<file path="src/rtl/pong_game_ctrl.sv">
// pong_game_ctrl: frame-rate Pong controller owning ball, paddles, scores and serve sequencing
module pong_game_ctrl #(
    parameter int SCREEN_W     = 640,
    parameter int SCREEN_H     = 480,
    parameter int BALL_SIZE    = 10,
    parameter int PADDLE_W     = 10,
    parameter int PADDLE_H     = 60,
    parameter int PADDLE_ONE_X = 20,
    parameter int PADDLE_TWO_X = 610,
    parameter int BALL_STEP    = 2,
    parameter int PADDLE_STEP  = 4,
    parameter int SERVE_FRAMES = 60,
    parameter int WIN_SCORE    = 7
) (
    input  logic       clk,
    input  logic       rst,
    input  logic       frame_tick,
    input  logic       start,
    input  logic       p1_up,
    input  logic       p1_down,
    input  logic       p2_up,
    input  logic       p2_down,
    output logic [9:0] ball_x,
    output logic [9:0] ball_y,
    output logic [9:0] paddle_one_x,
    output logic [9:0] paddle_one_y,
    output logic [9:0] paddle_two_x,
    output logic [9:0] paddle_two_y,
    output logic [3:0] score_one,
    output logic [3:0] score_two,
    output logic       serving,
    output logic       game_over
);
    typedef enum logic [2:0] {IDLE, SERVE, PLAY, STEP_PAD, STEP_BALL, RESOLVE, OVER} state_t;

    localparam logic [9:0] CX     = 10'((SCREEN_W - BALL_SIZE) / 2);
    localparam logic [9:0] CY     = 10'((SCREEN_H - BALL_SIZE) / 2);
    localparam logic [9:0] PY0    = 10'((SCREEN_H - PADDLE_H) / 2);
    localparam logic [9:0] BX_MAX = 10'(SCREEN_W - BALL_SIZE);
    localparam logic [9:0] BY_MAX = 10'(SCREEN_H - BALL_SIZE);
    localparam logic [9:0] PY_MAX = 10'(SCREEN_H - PADDLE_H);
    localparam logic [9:0] BS     = 10'(BALL_SIZE);
    localparam logic [9:0] PW     = 10'(PADDLE_W);
    localparam logic [9:0] PH     = 10'(PADDLE_H);
    localparam logic [9:0] P1_X   = 10'(PADDLE_ONE_X);
    localparam logic [9:0] P2_X   = 10'(PADDLE_TWO_X);
    localparam logic [9:0] PS     = 10'(PADDLE_STEP);
    localparam logic [3:0] WIN    = 4'(WIN_SCORE);
    localparam logic [7:0] CNT_LAST = 8'(SERVE_FRAMES - 1);

    state_t     state, state_n;
    logic [9:0] bx_n, by_n, p1_n, p2_n;
    logic [3:0] s1_n, s2_n;
    logic [7:0] cnt, cnt_n;
    logic       dx_neg, dy_neg, dxn_n, dyn_n;
    logic       hit_one, hit_two;

    // one paddle step: single button moves, both or neither hold, clamped to the screen
    function automatic logic [9:0] pad_step(input logic [9:0] y, input logic up, input logic dn);
        return (up && !dn) ? ((y < PS) ? 10'd0 : y - PS) :
               (dn && !up) ? ((y + PS > PY_MAX) ? PY_MAX : y + PS) : y;
    endfunction

    // one ball axis step in signed arithmetic so moving past 0 saturates instead of wrapping
    function automatic logic [9:0] ball_step(input logic [9:0] p, input logic neg, input logic [9:0] pmax);
        logic signed [10:0] t;
        t = neg ? $signed({1'b0, p}) - $signed(11'(BALL_STEP)) : $signed({1'b0, p}) + $signed(11'(BALL_STEP));
        return (t < 0) ? 10'd0 : (t > $signed({1'b0, pmax})) ? pmax : t[9:0];
    endfunction

    assign hit_one = dx_neg && ball_x <= P1_X + PW && ball_x + BS > P1_X &&
                     ball_y + BS > paddle_one_y && ball_y < paddle_one_y + PH;
    assign hit_two = !dx_neg && ball_x + BS >= P2_X && ball_x < P2_X + PW &&
                     ball_y + BS > paddle_two_y && ball_y < paddle_two_y + PH;
    assign paddle_one_x = P1_X;
    assign paddle_two_x = P2_X;

    // state register and all game state; serving/game_over track the next state so they move with it
    always_ff @(posedge clk) begin
        if (rst) begin
            state        <= IDLE;
            ball_x       <= CX;
            ball_y       <= CY;
            paddle_one_y <= PY0;
            paddle_two_y <= PY0;
            score_one    <= 4'd0;
            score_two    <= 4'd0;
            dx_neg       <= 1'b0;
            dy_neg       <= 1'b0;
            cnt          <= 8'd0;
            serving      <= 1'b0;
            game_over    <= 1'b0;
        end else begin
            state        <= state_n;
            ball_x       <= bx_n;
            ball_y       <= by_n;
            paddle_one_y <= p1_n;
            paddle_two_y <= p2_n;
            score_one    <= s1_n;
            score_two    <= s2_n;
            dx_neg       <= dxn_n;
            dy_neg       <= dyn_n;
            cnt          <= cnt_n;
            serving      <= state_n == SERVE;
            game_over    <= state_n == OVER;
        end
    end

    // next-state and datapath: serve countdown, then paddle, ball and collision steps per frame
    always_comb begin
        state_n = state;
        bx_n    = ball_x;
        by_n    = ball_y;
        p1_n    = paddle_one_y;
        p2_n    = paddle_two_y;
        s1_n    = score_one;
        s2_n    = score_two;
        dxn_n   = dx_neg;
        dyn_n   = dy_neg;
        cnt_n   = cnt;
        case (state)
            IDLE: if (start) begin
                state_n = SERVE;
                cnt_n   = 8'd0;
                bx_n    = CX;
                by_n    = CY;
            end
            SERVE: if (frame_tick) begin
                cnt_n   = cnt + 8'd1;
                state_n = (cnt == CNT_LAST) ? PLAY : SERVE;
            end
            PLAY: state_n = frame_tick ? STEP_PAD : PLAY;
            STEP_PAD: begin
                p1_n    = pad_step(paddle_one_y, p1_up, p1_down);
                p2_n    = pad_step(paddle_two_y, p2_up, p2_down);
                state_n = STEP_BALL;
            end
            STEP_BALL: begin
                bx_n    = ball_step(ball_x, dx_neg, BX_MAX);
                by_n    = ball_step(ball_y, dy_neg, BY_MAX);
                state_n = RESOLVE;
            end
            RESOLVE: begin
                state_n = PLAY;
                dyn_n   = (ball_y == 10'd0) ? 1'b0 : (ball_y == BY_MAX) ? 1'b1 : dy_neg;
                if (hit_one) begin
                    bx_n  = P1_X + PW;
                    dxn_n = 1'b0;
                end else if (hit_two) begin
                    bx_n  = P2_X - BS;
                    dxn_n = 1'b1;
                end else if (ball_x == 10'd0) begin
                    s2_n    = score_two + 4'd1;
                    bx_n    = CX;
                    by_n    = CY;
                    dxn_n   = 1'b1;
                    cnt_n   = 8'd0;
                    state_n = (score_two + 4'd1 == WIN) ? OVER : SERVE;
                end else if (ball_x == BX_MAX) begin
                    s1_n    = score_one + 4'd1;
                    bx_n    = CX;
                    by_n    = CY;
                    dxn_n   = 1'b0;
                    cnt_n   = 8'd0;
                    state_n = (score_one + 4'd1 == WIN) ? OVER : SERVE;
                end
            end
            OVER: if (start) begin
                state_n = SERVE;
                s1_n    = 4'd0;
                s2_n    = 4'd0;
                bx_n    = CX;
                by_n    = CY;
                cnt_n   = 8'd0;
            end
            default: state_n = IDLE;
        endcase
    end
endmodule

</file>
<file path="config.mk">
export PLATFORM = sky130hd
export DESIGN_NAME = pong_game_ctrl
export DESIGN_NICKNAME = d
export VERILOG_FILES = /design/src/rtl/pong_game_ctrl.sv
export SDC_FILE = /design/constraint.sdc
export NUM_CORES = 1
export LEC_CHECK = 0
export CAP_MARGIN = 15
export CELL_PAD_IN_SITES_DETAIL_PLACEMENT = 0
export CELL_PAD_IN_SITES_GLOBAL_PLACEMENT = 1
export CORE_MARGIN = 2
export CORE_UTILIZATION = 35
export DETAILED_ROUTE_END_ITERATION = 16
export PLACE_DENSITY_LB_ADDON = 0.1
export SKIP_LAST_GASP = 1
export SLEW_MARGIN = 40
export SYNTH_ARGS = -nofsm -noshare
export SYNTH_HDL_FRONTEND = slang
export SYNTH_SLANG_ARGS = --single-unit
</file>
<file path="constraint.sdc">
create_clock -name clk -period 4.9 [get_ports clk]
set_clock_uncertainty 0.2 [all_clocks]
set_input_delay 0.98 -clock clk [delete_from_list [all_inputs] [get_ports clk]]
set_output_delay 0.98 -clock clk [all_outputs]
set_load 0.02 [all_outputs]
</file>
Word level (Yosys, flattened, before mapping)
Cells that the tools add are included.
W data, S select, Z words.
{ "classes": {"addsub": 15, "n_lt_le_gt_ge": 16, "eq_ne": 23, "mux": 60, "n_reduce_logical": 37} }
{ "op_table": {"columns": ["operator", "n"], "rows": [
  ["$mux W10", 22],
  ["$pmux W10 S3", 2],
  ["$mux W8", 6],
  ["$mux W4", 8],
  ["$mux W3", 8],
  ["$pmux W8 S3", 1],
  ["$add A10 B2 Y11 const B", 2],
  ["$lt A11 B1 Y1 const B", 2],
  ["$mux W11", 2],
  ["$sub A10 B2 Y11 const B", 2],
  ["$add A10 B3 Y10 const B", 2],
  ["$add A10 B4 Y10 const B", 2],
  ["$add A10 B6 Y10 const B", 2],
  ["$gt A10 B10 Y1", 2],
  ["$gt A10 B9 Y1 const B", 2],
  ["$logic_not A10 Y1", 2],
  ["$lt A10 B10 Y1", 2],
  ["$lt A10 B3 Y1 const B", 2],
  ["$sub A10 B3 Y10 const B", 2],
  ["$pmux W3 S6", 1],
  ["$pmux W4 S2", 2],
  ["$ne A2 B2 Y1 const B", 7],
  ["$eq A3 B3 Y1 const B", 4],
  ["$logic_and A1 B1 Y1", 12],
  ["29 further kinds", 52]
]} }
{ "totals": {"register_bits": 63, "in_bits": 8, "out_inout_bits": 70, "wordCells": 163} }

Logic depth before layout (Yosys ltp)
{ "logic_depth": {"ltp_word": 10, "ltp_mapped": 16, "ltp_nobuf": 14} }

Worst setup path before layout
Ideal clock, no wire load.
{ "synth_path": {"kind": "reg2reg", "start": "register paddle_one_y[2]", "end": "register ball_x[6]", "setup_time_ns": 0.136, "arrival_ns": 3.220, "required_ns": 4.564, "setup_slack_ns": 1.344, "path_stages_with_launch": 15, "path_buffers": 1, "synth_period_minus_slack_ns": 3.556, "cell_sequence": "dfxtp_1 inv_1 ha_1 nor3b_1 nor2_1 xnor2_1 ha_1 and4_1 o211a_1 a2111o_1 a211oi_2 o31a_1 buf_6 o21a_1 a211oi_2"} }
{ "synth_between": {"elab_chain_len": 5, "elab_cells_between_ends": 9} }
{ "synth_rtl": {"columns": ["item", "line", "rtl"], "rows": [
  ["start: declaration", "26", "output logic [9:0] paddle_one_y,"],
  ["start signal: assignment", "97", "paddle_one_y <= p1_n;"],
  ["$add A10 B6 Y10 or $gt A10 B10 Y1 (tied branches)", "72", "ball_y + BS > paddle_one_y && ball_y < paddle_one_y + PH;"],
  ["$lt A10 B10 Y1 or $logic_and A1 B1 Y1 (tied branches)", "72, 71", null],
  ["$logic_and A1 B1 Y1 *", "72", null],
  ["$ne A5 B5 Y1 (no line) or $mux W10 (tied branches)", null, null],
  ["$reduce_and A3 Y1 (no line) or $pmux W10 S3 (tied branches)", null, null],
  ["end signal: assignment", "95", "ball_x <= bx_n;"],
  ["end: declaration", "23", "output logic [9:0] ball_x,"]
]} }
Every way passes the cells marked *; elsewhere a longest branch is shown, timed or not.
A chain may end at the register's enable or synchronous reset.

Worst setup path in the final report
{ "layout_path": {"start": "register paddle_one_y[2]", "end": "register ball_x[3]"} }
Same word-level chain as after synthesis.

==> results.json <==
{
  "syn_inst": 794,
  "clk_pin_slew_ps": 60,
  "firstDrtPassIters": 5,
  "max_freq_mhz": 247.4,
  "ys_warn_count": 0,
  "worstRegToRegCells": 13,
  "r2r_start": "paddle_one_y[2]$_SDFFE_PP0P_",
  "cts_resized": 0,
  "critPathArrivalTime_ps": 4120,
  "ys_top_cells_by_count": "nor2_1, ha_1, a21oi_1",
  "ant_nets": 0,
  "grt_first_pass_wirelength_mm": 30.35,
  "cp-start-kind": "flip-flop",
  "regToRegSetupSlack_ps": 860,
  "via_per_inst": 5.717,
  "synth.distinct_cells": 75,
  "layout-drive-gt1-share_pct": 4.802,
  "async_reset_ff_share_pct": 0,
  "layout_min_cycle_time_ps": 4041,
  "dr_total_vias": 6020,
  "worst_pin_slew_ps": 735.5,
  "core_um2": 16700,
  "critical_path_class": "reg -> reg",
  "yosysMostFrequentCell": "nor2_1",
  "tns_ps": 0,
  "hold_class": "reg -> reg",
  "cts.sinks": 61,
  "globalRouteOverflowTotal": 0,
  "endpoint": "ball_x[3]$_SDFFE_PP1P_",
  "antenna_found_initial": 0,
  "postCtsHoldBufs": 0,
  "finalNetCount": 909,
  "post_cts_buffers": 0,
  "insertion_delay_ps": 350,
  "grt_max_degree": 22,
  "syn_area_per_cell_um2": 7.589,
  "finalHoldViolCount": 0,
  "syn_to_final_growth_pct": 15.97,
  "ios": 78,
  "yosysTopAreaCell": "dfxtp_1",
  "netlist_area_um2": 6026,
  "dieArea_um2": 18280,
  "postRouteWirelength_mm": 18.28,
  "dp_slack_ps": 903.6,
  "cts_tree": "done",
  "initial_core_util_pct": 36.08,
  "dp_hpwl_mm": 13.82,
  "clock_path_buffers": 2,
  "synth_edf_count": 0,
  "status": "complete, no violations",
  "remaining_drc_errors": 0,
  "hp-start": "cnt[7]$_SDFFE_PP0P_",
  "powerDensity_nw_per_um2": 220.2,
  "finalWorstSetupSlack_ps": 858.6,
  "fp-row-count": 47,
  "ys_ff_latch": 61,
  "nFillCells": 1768,
  "gp_congestion": 0.8546,
  "hold-worst-slack_ps": 314.3,
  "required_ps": 4970,
  "yosys.area.top_type_share_pct": 20.27,
  "setup.worst_path.start": "paddle_one_y[2]$_SDFFE_PP0P_",
  "r2r_end": "ball_x[3]$_SDFFE_PP1P_",
  "maxCapViolCount": 0,
  "die-height_um": 135.2,
  "peakVddDrop_v": 0.0001677,
  "leakagePower_nw": 2.801,
  "ys.flop_type": "dfxtp_1",
  "wl_per_cell_um": 17.36,
  "maxSlewHeadroom_pct": 50.79,
  "fin_area_um2": 6988,
  "maxSlewViolCount": 0,
  "cts_max_level": 3,
  "numCtsBuffers": 9,
  "ys_seq_area_share_pct": 20.27,
  "path_max_fanout": 9,
  "portBuffers": 55,
  "grt_pass1_vias": 5953,
  "die_w_um": 135.2,
  "grt_use_total_pct": 20.69,
  "antenna-diode-count": 0,
  "fin_crit_sh_pct": 82.48,
  "drt_iter0_markers": 370,
  "synth_area_leaders": "dfxtp_1, ha_1, a21oi_1",
  "cp-end-kind": "flip-flop",
  "grt_setup_unrepaired": "false",
  "clockRootBuffer": "clkbuf_16",
  "finalSetupViolCount": 0,
  "post_dp_cell_area_um2": 6638
}
-- worst min-delay path by stage --
stage,to,cells past startpoint
floorplan,cnt[5]$_SDFFE_PP0P_,2
global placement,cnt[5]$_SDFFE_PP0P_,2
detailed placement,cnt[5]$_SDFFE_PP0P_,2
CTS,score_one[3]$_SDFFE_PP0P_,2
global route,score_one[3]$_SDFFE_PP0P_,2
finish,cnt[7]$_SDFFE_PP0P_,2
-- report_power, final --
part	total, W	switching (W)	internal (W)	leakage [nW]
combinational	0.000236	0.000142	0.0000941	2.14
clock	0.000766	0.000254	0.000513	0.170
sequential	0.000537	0.0000302	0.000507	0.494
-- flip-flops by register name, summed over array words and instances (netlist names) --
name          cells
paddle_two_y      9
state             3
score_one         4
dx_neg            1
dy_neg            1
score_two         4
cnt               8
paddle_one_y      9
serving           1
ball_y           10
game_over         1
ball_x           10
-- cell type report --
type	instances	area [µm²]	area share, %
clock inverters	5	107.6	1.540
flip-flops and latches	61	1221	17.48
well taps	220	275.3	3.939
multi-input cells	658	4419	63.24
clock buffers	11	242.7	3.474
repair buffers	59	575.6	8.236
inverters	39	146.4	2.095
-- metal layers --
metal	track usage, %	vias to the layer above	part of all wire [%]
li1	-	2943	-
met1	26.37	2890	45
met2	35.70	163	49
met3	3.442	24	4.4
met4	6.481	0	1.9
met5	0	-	0
-- per-stage QoR --
stage	std cells	utilization, %	total power (W)
finish	1053	41.84	0.001539
CTS	1053	41.84	0.001559
floorplan	814	-	0.0007242
detailed placement	1037	39.74	0.0007822
global placement	1037	39.77	0.0007800
global route	1053	41.84	0.001604
-- cells by family after synthesis --
family	share of synthesized area, %
and+or+nand+nor	23.86
AOI/OAI and AO/OA	25.21
buffers and inverters	7.641
adders and majority gates	15.41
DFF	20.27
xor gates and xnor gates	6.977
muxes	0.5191
other	0.1246
-- critical path, stage by stage (launching register included) --
cell,delay (ps)
dfxtp_1,400
inv_1,150
ha_1,280
nor3b_1,550
nor2_1,130
xnor2_1,160
ha_1,320
and4_1,210
o211a_1,100
a2111o_1,410
a211oi_2,320
o31a_1,370
or2_4,210
a2bb2oi_1,150
-- placed cells by master (no fill, tap or decap), types with 10 or more instances in the layout --
master / netlist / layout
a211oi_1: 13 / 13
nor3_1: 20 / 20
dfxtp_1: 61 / 61
nand2b_1: 10 / 10
nand3_1: 30 / 30
and3_1: 10 / 10
a31oi_1: 12 / 12
clkdlybuf4s50_1: 0 / 54
conb_1: 2 / 22
inv_1: 38 / 38
o21ai_0: 49 / 49
nand4_1: 12 / 12
nand2_1: 57 / 57
xnor2_1: 34 / 34
a21oi_1: 63 / 63
xor2_1: 14 / 14
nor2_1: 79 / 79
ha_1: 71 / 71
(Power assumes the default switching activity.)
